===== src/rtl/mc_fifo_arbiter.sv =====
// C per-channel FIFOs of depth N feeding one registered output through a round-robin arbiter.
// Optional macro OVF_CNT_EN adds saturating per-channel rejected-write counters on port ovf_cnt.
module mc_fifo_arbiter #(
  parameter int K  = 4,
  parameter int N  = 4,
  parameter int C  = 4,
  parameter int AF = 3
) (
  input  logic                          clk,
  input  logic                          rst,
  input  logic [C-1:0]                  wr_en,
  input  logic [C*K-1:0]                din,
  output logic [C-1:0]                  full,
  output logic [C-1:0]                  afull,
  output logic [C*($clog2(N)+1)-1:0]    count,
  output logic                          m_valid,
  input  logic                          m_ready,
  output logic [K-1:0]                  m_data,
  output logic [$clog2(C)-1:0]          m_chan
`ifdef OVF_CNT_EN
  ,
  output logic [C*8-1:0]                ovf_cnt
`endif
);

  localparam int PW = $clog2(N);
  localparam int CW = PW + 1;
  localparam int GW = $clog2(C);
  localparam logic [GW:0] C_W = (GW+1)'(C);

  logic [K-1:0]  mem    [C][N];
  logic [PW-1:0] wr_ptr [C];
  logic [PW-1:0] rd_ptr [C];
  logic [CW-1:0] cnt    [C];
  logic [GW-1:0] last_grant;

  logic [C-1:0]  nonempty;
  logic [C-1:0]  wr_acc;
  logic [C-1:0]  pop_vec;
  logic [GW-1:0] grant;
  logic          grant_found;
  logic          load;
  logic          pop;

  for (genvar g = 0; g < C; g++) begin : g_ch
    assign full[g]               = (cnt[g] == CW'(N));
    assign afull[g]              = (cnt[g] >= CW'(AF));
    assign nonempty[g]           = (cnt[g] != '0);
    assign count[g*CW +: CW]     = cnt[g];
    // full comes from the pre-edge count, so a pop in the same cycle cannot open a slot
    assign wr_acc[g]             = wr_en[g] && !full[g];
    assign pop_vec[g]            = pop && (grant == GW'(g));
  end

  assign load = !m_valid || m_ready;
  assign pop  = load && grant_found;

  // Round-robin search starting just after the last granted channel.
  always_comb begin
    // NOTE: every always_comb output gets a default first so no path leaves it unassigned (no latch).
    grant_found = 1'b0;
    grant       = '0;
    for (int j = 1; j <= C; j++) begin
      logic [GW:0] sum;
      sum = {1'b0, last_grant} + (GW+1)'(j);
      if (sum >= C_W) sum = sum - C_W;
      if (!grant_found && nonempty[sum[GW-1:0]]) begin
        grant_found = 1'b1;
        grant       = sum[GW-1:0];
      end
    end
  end

  // NOTE: the storage array has no reset; the pointers and counts alone define what is valid.
  always_ff @(posedge clk) begin
    for (int i = 0; i < C; i++) begin
      if (rst && wr_acc[i]) mem[i][wr_ptr[i]] <= din[i*K +: K];
    end
  end

  // NOTE: sequential state uses non-blocking assignments so all registers update from pre-edge values.
  always_ff @(posedge clk) begin
    if (!rst) begin
      for (int i = 0; i < C; i++) begin
        wr_ptr[i] <= '0;
        rd_ptr[i] <= '0;
        cnt[i]    <= '0;
      end
      m_valid    <= 1'b0;
      m_data     <= '0;
      m_chan     <= '0;
      last_grant <= GW'(C-1);
    end else begin
      for (int i = 0; i < C; i++) begin
        if (wr_acc[i])  wr_ptr[i] <= wr_ptr[i] + 1'b1;
        if (pop_vec[i]) rd_ptr[i] <= rd_ptr[i] + 1'b1;
        cnt[i] <= cnt[i] + CW'(wr_acc[i]) - CW'(pop_vec[i]);
      end
      if (load) begin
        m_valid <= grant_found;
        if (grant_found) begin
          m_data     <= mem[grant][rd_ptr[grant]];
          m_chan     <= grant;
          last_grant <= grant;
        end
      end
    end
  end

`ifdef OVF_CNT_EN
  always_ff @(posedge clk) begin
    if (!rst) begin
      ovf_cnt <= '0;
    end else begin
      for (int i = 0; i < C; i++) begin
        if (wr_en[i] && full[i] && ovf_cnt[i*8 +: 8] != 8'hFF)
          ovf_cnt[i*8 +: 8] <= ovf_cnt[i*8 +: 8] + 8'd1;
      end
    end
  end
`endif

endmodule

===== config.mk =====
export PLATFORM = sky130hd
export DESIGN_NAME = mc_fifo_arbiter
export DESIGN_NICKNAME = d
export VERILOG_FILES = /design/src/rtl/mc_fifo_arbiter.sv
export SDC_FILE = /design/constraint.sdc
export NUM_CORES = 1
export LEC_CHECK = 0
export ABC_AREA = 0
export ABC_CLOCK_PERIOD_IN_PS = 9700
export BUFFER_PORTS_ARGS = -buffer_cell sky130_fd_sc_hd__buf_2
export CAP_MARGIN = 20
export CELL_PAD_IN_SITES_DETAIL_PLACEMENT = 1
export CELL_PAD_IN_SITES_GLOBAL_PLACEMENT = 1
export CORE_MARGIN = 1.5
export CORE_UTILIZATION = 30
export CTS_CLUSTER_SIZE = 30
export DETAILED_ROUTE_END_ITERATION = 6
export MAX_ROUTING_LAYER = met4
export PLACE_DENSITY_LB_ADDON = 0.25
export SETUP_SLACK_MARGIN = 0.2
export SLEW_MARGIN = 20
export SYNTH_ARGS = -nofsm -noshare
export SYNTH_HDL_FRONTEND = slang
export SYNTH_SLANG_ARGS = --single-unit

===== constraint.sdc =====
create_clock -name clk -period 9.7 [get_ports clk]
set_clock_uncertainty 0.15 [all_clocks]
set_input_delay 1.94 -clock clk [delete_from_list [all_inputs] [get_ports clk]]
set_output_delay 1.94 -clock clk [all_outputs]
set_load 0.02 [all_outputs]

# Word-level counts from Yosys, hierarchy flattened
# Memory sizes are Yosys's and may differ from the RTL's.
# Index checks and enable logic that the tools add are counted.
[totals]
reg_bits = 9
ram_bits = 92
inputBits = 23
output_inout_bits = 27
n_memories = 4
[memory_table]
columns = ["memory", "words", "word_bits", "rd", "rd_clocked_by_memory_dff", "wr", "line_no", "rtl"]
rows = [
  ["mem", 4, 16, 1, 0, 4, "31", "logic [K-1:0] mem [C][N];"],
  ["cnt", 4, 3, 4, 0, 4, "34", "logic [CW-1:0] cnt [C];"],
  ["rd_ptr", 4, 2, 5, 0, 4, "33", "logic [PW-1:0] rd_ptr [C];"],
  ["wr_ptr", 4, 2, 4, 0, 4, "32", "logic [PW-1:0] wr_ptr [C];"],
]
[op_classes]
n_addsub = 24
n_lt_le_gt_ge = 21
n_eq_ne = 7
mux = 77
bitwise_logic = 17
reduce_logical = 35
[ops]
columns = ["cell", "n"]
rows = [
  ["2-to-1 mux 16 bit", 4],
  ["2-to-1 mux 1 bit", 38],
  ["demux 4 bit (select 2 bit)", 4],
  ["2-to-1 mux 2 bit", 16],
  ["greater-or-equal comparator 3 bit, second input constant", 9],
  ["2-to-1 mux 4 bit", 6],
  ["logical AND 1 bit", 20],
  ["adder 2 x 1 -> 2 bit, second input constant", 8],
  ["NOT 2 -> 3 bit", 5],
  ["adder 3 x 1 -> 3 bit", 4],
  ["== test 3 bit, second input constant", 4],
  ["greater-or-equal comparator 3 x 2 -> 1 bit, second input constant", 4],
  ["less-than comparator 2 x 3 -> 1 bit, second input constant", 4],
  ["less-than comparator 3 x 1 -> 1 bit, second input constant", 4],
  ["2-to-1 mux 3 bit", 4],
  ["bitwise OR 1 bit", 12],
  ["nonzero test 3 bit", 4],
  ["subtractor 3 x 1 -> 3 bit", 4],
  ["binary-select mux 1 bit (select 2 bit)", 4],
  ["binary-select mux 4 bit (select 2 bit)", 1],
  ["logical NOT 1 bit", 8],
  ["subtractor 2 x 1 -> 2 bit, second input constant", 4],
  ["adder 2 x 2 -> 3 bit, second input constant", 2],
  ["== test 2 bit, second input constant", 2],
  ["6 further kinds", 6],
]

# Depth between registers and ports, before layout
# Gate-level depths: netlist of the first run.
[logic_depth]
depth_word = 21
ltp_mapped = 14

# Worst setup path after synthesis of the first run
# Ideal clock, no wire load.
[synth_path]
kind = "input port to flip-flop"
startpoint = "input port m_ready"
endpoint = "memory cnt[3][2] (netlist name)"
setup_time_ps = 115
t_arrival_ps = 3597
path_slack_ps = 5838
cell_stages = 11
cell_sequence = "nor2b_1 a21oi_1 nand2_1 nor2_1 ha_1 inv_1 ha_1 inv_1 fa_1 xnor2_1 and2_1"
[synth_rtl]
columns = ["element", "line_no", "rtl"]
rows = [
  ["start: declaration", "17", "input logic m_ready,"],
  ["end: declaration", "34", ""],
]

==> flow_summary.json, run 1 <==
{
  "status": "finished clean",
  "p_leak_nw": 2.28,
  "ys_warn_count": 0,
  "core_area_sq_um": 16100,
  "via_per_inst": 4.89,
  "ff2ff_path_depth": 10,
  "min_to": "m_chan[1]",
  "placed_area_sq_um": 5400,
  "slowest_stage": "fa_1",
  "design_area_sq_um": 5710,
  "ys_ff_latch": 101,
  "clk_pin_slew_ns": 0.07,
  "vias": 3257,
  "synth_edf_count": 80,
  "period_share_pct": 40.8,
  "cp-start-kind": "primary input",
  "ant_nets": 0,
  "dieArea_sq_um": 17300,
  "final_core_util_pct": 35.6,
  "overflow": 0,
  "drtIter0Drc": 204,
  "slowest_delay_ns": 0.38,
  "cp.arrival_ns": 4.05,
  "slew_violations": 0,
  "final_cell_mix": "edfxtp_1, buf_2, nand2_1",
  "post_cts_resized": 0,
  "initial_core_util_pct": 30.9,
  "tightestPinTransition_ns": 0.840,
  "worstSetupStartpoint": "m_ready",
  "hpwl_um": 9020,
  "remaining_drc_errors": 0,
  "post_cts_buffers": 0,
  "areaGrowthSynthToFinish_pct": 14.9,
  "rsz0062_at_grt": "no",
  "slew-limit-headroom_pct": 44.0,
  "synth-async-reset-ratio_pct": 0,
  "critical_path_required_ns": 9.80,
  "reg2reg_to": "cnt[0][2]",
  "grt_usage_pct": 15.0,
  "cts_root_buf": "clkbuf_16",
  "clk-insertion-delay-late_ns": 0.35,
  "routabilityCongestion": 0.867,
  "setup_tns_ns": 0,
  "dp_slack_ns": 5.36,
  "antenna_cells": 0,
  "timing.hold.ws_ns": 0.336,
  "routed_wl_um": 11900,
  "syn_inst": 402,
  "hold_path.class": "flop to flop",
  "core.rowCount": 46,
  "grt_pass1_wl_um": 19300,
  "die_h_um": 132,
  "power_mw": 2.08,
  "drive_gt1_share_pct": 19.3,
  "path_class": "primary input to flop",
  "synth_cell_type_count": 55,
  "routedWlPerCell_um": 17.9,
  "layout.cells.non_filler": 666,
  "setup_viol_count_final": 0,
  "antenna_found_initial": 0,
  "cts_tree": "done",
  "netlist_area_sq_um": 4970,
  "critical_path_peak_fanout": 6,
  "path_buf_inv": 3,
  "grt_pass1_vias": 3439,
  "synth_area_leader_cell": "edfxtp_1",
  "h-tree-depth": 3,
  "cts_buffers": 9,
  "nets": 499,
  "ios": 50,
  "rrSetupSlack_ns": 6.00,
  "synth_area_leaders": "edfxtp_1, dfxtp_1, ha_1, and3_1, nand2_1",
  "critPathTopFamily": "adder cells",
  "final_common_cell": "edfxtp_1",
  "synthesis.nets": 456,
  "synth_ff_type": "edfxtp_1",
  "synth_top_area_share_pct": 48.4,
  "clock-sinks": 101,
  "hold_violations": 0,
  "dp.cells": 650,
  "crit_chain": "buf_2 > nor2b_1 > a21oi_1 > nand2_1 > nor2_1 > ha_1 > inv_1 > ha_1 > inv_1 > fa_1 > xnor2_1 > and2_1",
  "grt_max_degree": 57,
  "hold_path_depth": 2,
  "hold_buffers": 0,
  "fin_ws_ns": 5.75,
  "fmax_ghz": 0.253,
  "cp-end-kind": "flop",
  "power.density_nw_per_um2": 364,
  "maxCapViolCount": 0,
  "clockBufferDepth": 2,
  "die_w_um": 132,
  "drtPass1Iterations": 4,
  "ir_drop_mv": 0.106,
  "io_buffers": 49,
  "syn_area_per_cell_sq_um": 12.4,
  "r2r_start": "cnt[3][1]",
  "finalCriticalPeriod_ns": 3.95,
  "seq_area_frac_synth_pct": 56.8,
  "hold_start": "m_chan[1]"
}
==> registers in the layout (all words and copies together) (netlist names) <==
register,cells
last_grant,2
m_chan,2
cnt,12
rd_ptr,8
wr_ptr,8
m_valid,1
m_data,4
mem,64
==> layout make-up <==
type                            instances  area (sq um)
Clock buffer                           11           243
Clock inverter                          5          66.3
Fill cell                            1758         10300
Inverter                               22          82.6
Multi-Input combinational cell        262          1980
Sequential cell                       101          2820
Tap cell                              216           270
Timing Repair Buffer                   49           245
==> where the power goes <==
group / switching, mW / internal (mW)
logic: 0.675 / 0.416
registers: 0.0665 / 0.549
clock network: 0.163 / 0.211
==> cell usage after synthesis (all sizes together), types with 5 or more instances <==
| library cell | number |
|---|---|
| and3 | 37 |
| a32oi | 8 |
| xnor2 | 8 |
| ha | 27 |
| a221oi | 8 |
| dfxtp | 21 |
| clkbuf | 10 |
| nand2b | 5 |
| mux2i | 8 |
| o21ai | 14 |
| a22oi | 8 |
| edfxtp | 80 |
| a2111oi | 8 |
| inv | 22 |
| nor3 | 8 |
| nand2 | 44 |
| buf | 7 |
| nor2b | 8 |
| nor2 | 17 |
| and2 | 10 |
==> metal layers <==
metal  GRT usage, %  wire, um  share of wire (%)  vias to the layer above
met2           22.5      5560                 47                       47
li1               -         -                  -                     1585
met1           20.3      5830                 49                     1612
met3           2.43       337                2.8                       13
met4           5.93       211                1.8                        0
met5              -         0                  0                        -
==> worst max-delay path by stage <==
stage | endpoint | cells after the start | slack [ns]
after floorplan | cnt[3][2] | 11 | 5.84
after global placement | cnt[2][2] | 12 | 5.45
after detailed placement | cnt[2][2] | 12 | 5.36
after CTS | cnt[2][2] | 12 | 5.75
after global routing | cnt[2][2] | 12 | 5.55
final | cnt[2][2] | 12 | 5.75
==> tightest hold or removal path: stages, from the launching register on <==
cell	delay, ns
dfxtp_1	0.32
nand2_1	0.05
a21boi_0	0.07
==> kinds of logic after synthesis <==
family | after synthesis | synth area share (%)
AOI/OAI and AO/OA | 66 | 11.1
buffers and inverters | 39 | 3.35
xor gates and xnor gates | 9 | 1.59
adders and majority gates | 31 | 8.41
DFF | 101 | 56.8
muxes | 10 | 2.39
and+or+nand+nor | 146 | 16.4
No activity file was read; power rests on OpenSTA's default activity.
==> inputs of run 2 (changes only) <==
ABC_CLOCK_PERIOD_IN_PS = 4100   (was 9700)
clock period = 4.1 ns   (was 9.7 ns; I/O delays follow)
==> flow_summary.json, run 2 (same netlist as run 1, synthesis figures left out) <==
{
  "final_common_cell": "edfxtp_1",
  "dieArea_sq_um": 17300,
  "cp_common_cell": "nand2_1",
  "setup_viol_count_final": 0,
  "cts_buffers": 9,
  "core_area_sq_um": 16100,
  "slowest_stage": "o21ai_2",
  "regArea_sq_um": 2820,
  "h-tree-depth": 3,
  "hold_buffers": 0,
  "cts_root_buf": "clkbuf_16",
  "core.rowCount": 46,
  "power.density_nw_per_um2": 865,
  "die_w_um": 132,
  "maxCapViolCount": 0,
  "routabilityCongestion": 0.824,
  "drtIter0Drc": 189,
  "dp_slack_ns": 0.448,
  "critical_path_required_ns": 4.19,
  "hpwl_um": 9120,
  "vias": 3272,
  "fmax_ghz": 0.273,
  "cts_tree": "done",
  "overflow": 0,
  "layout.cells.non_filler": 667,
  "routedWlPerCell_um": 17.9,
  "grt_usage_pct": 14.9,
  "die_h_um": 132,
  "ir_drop_mv": 0.303,
  "setup_tns_ns": 0,
  "slew-limit-headroom_pct": 42.7,
  "via_per_inst": 4.91,
  "cp.arrival_ns": 3.76,
  "clock-sinks": 101,
  "clk_pin_slew_ns": 0.07,
  "nets": 500,
  "crit_chain": "or3_4 > o21ai_2 > nand2_1 > nor2_1 > nand2_1 > xnor2_1 > ha_1 > fa_1 > xor2_1 > and2_1",
  "cp-start-kind": "flop",
  "period_share_pct": 89.4,
  "slowest_delay_ns": 0.60,
  "fin_ws_ns": 0.433,
  "hold_path.class": "flop to flop",
  "tightestPinTransition_ns": 0.859,
  "rsz0062_at_grt": "no",
  "ant_nets": 0,
  "wl_met2_um": 5490,
  "dp.cells": 651,
  "ios": 50,
  "hold_violations": 0,
  "drtPass1Iterations": 4,
  "top_layer": "met4",
  "grt_pass1_vias": 3395,
  "antenna_cells": 0,
  "finalCriticalPeriod_ns": 3.67,
  "status": "finished clean",
  "path_class": "flop to flop",
  "clockBufferDepth": 2,
  "nFillCells": 1736,
  "drive_gt1_share_pct": 19.3,
  "p_leak_nw": 2.30,
  "largest_reg_flops": 64,
  "slew_violations": 0,
  "final_cell_mix": "edfxtp_1, buf_2, nand2_1",
  "cp-end-kind": "flop",
  "initial_core_util_pct": 30.9,
  "routed_wl_um": 11900,
  "dr_wl_met3_um": 454,
  "clk-insertion-delay-late_ns": 0.35,
  "multiInputGateArea_sq_um": 1980,
  "grt_pass1_wl_um": 19000,
  "critical_path_peak_fanout": 19,
  "post_cts_buffers": 0,
  "remaining_drc_errors": 0,
  "areaGrowthSynthToFinish_pct": 15.3,
  "antenna_found_initial": 0,
  "wl_met1_um": 5830,
  "post_cts_resized": 0,
  "io_buffers": 49,
  "grt_max_degree": 57
}
## run 2: changes by cell type in the layout (fill, tap and decap cells not counted)
cell and delta:
buf_4 +1, bufinv_16 +1, clkbuf_1 -1, clkbuf_8 -1
clkinv_1 +2, clkinvlp_4 -1
## run 2: worst paths after layout
kind,start,end,slack (ns),depth (start not counted)
worst max register to register,cnt[3][1],cnt[0][2],0.43,10
worst min register to register,m_chan[1],m_chan[1],0.33,2
worst max-delay path,cnt[3][1],cnt[0][2],0.43,10
worst min-delay path,m_chan[1],m_chan[1],0.33,2
## run 2: cell type report
class                      instances  share of cell area, %
clock buffer                       9                   3.93
clock inverter                     7                   1.68
inverter                          22                   1.44
multi-input combinational        262                   34.5
sequential                       101                   49.3
tap                              216                   4.72
timing repair buffer              50                   4.41
## run 2: routing by layer
metal | track usage [%] | vias to the layer above
li1 | - | 1588
met1 | 19.7 | 1619
met2 | 22.9 | 54
met3 | 3.09 | 11
met4 | 4.81 | 0
met5 | - | -
## run 2: through the flow
stage	area, sq um	hold WS [ns]	util [%]	power, mW
floorplan	4970	0.389	-	3.42
finish	5730	0.331	35.7	4.95
detailed placement	5410	0.323	33.7	4.06
global route	5730	0.342	35.7	5.33
CTS	5730	0.336	35.7	5.00
global placement	5410	0.328	33.7	4.01
## run 2: where the power goes
part,internal [mW],leakage [nW],switching (mW)
Sequential,1.30,0.927,0.160
Clock,0.539,0.157,0.382
Combinational,0.995,1.21,1.58
Total,2.83,2.30,2.12
## run 2: worst max-delay path: cells and delay by family, from the launching register on
| kind | cells | cell delay (ns) |
|---|---|---|
| AOI/OAI and AO/OA | 1 | 0.60 |
| adders and majority gates | 2 | 0.58 |
| DFF | 1 | 0.40 |
| xor gates and xnor gates | 2 | 0.34 |
| and+or+nand+nor | 5 | 1.49 |
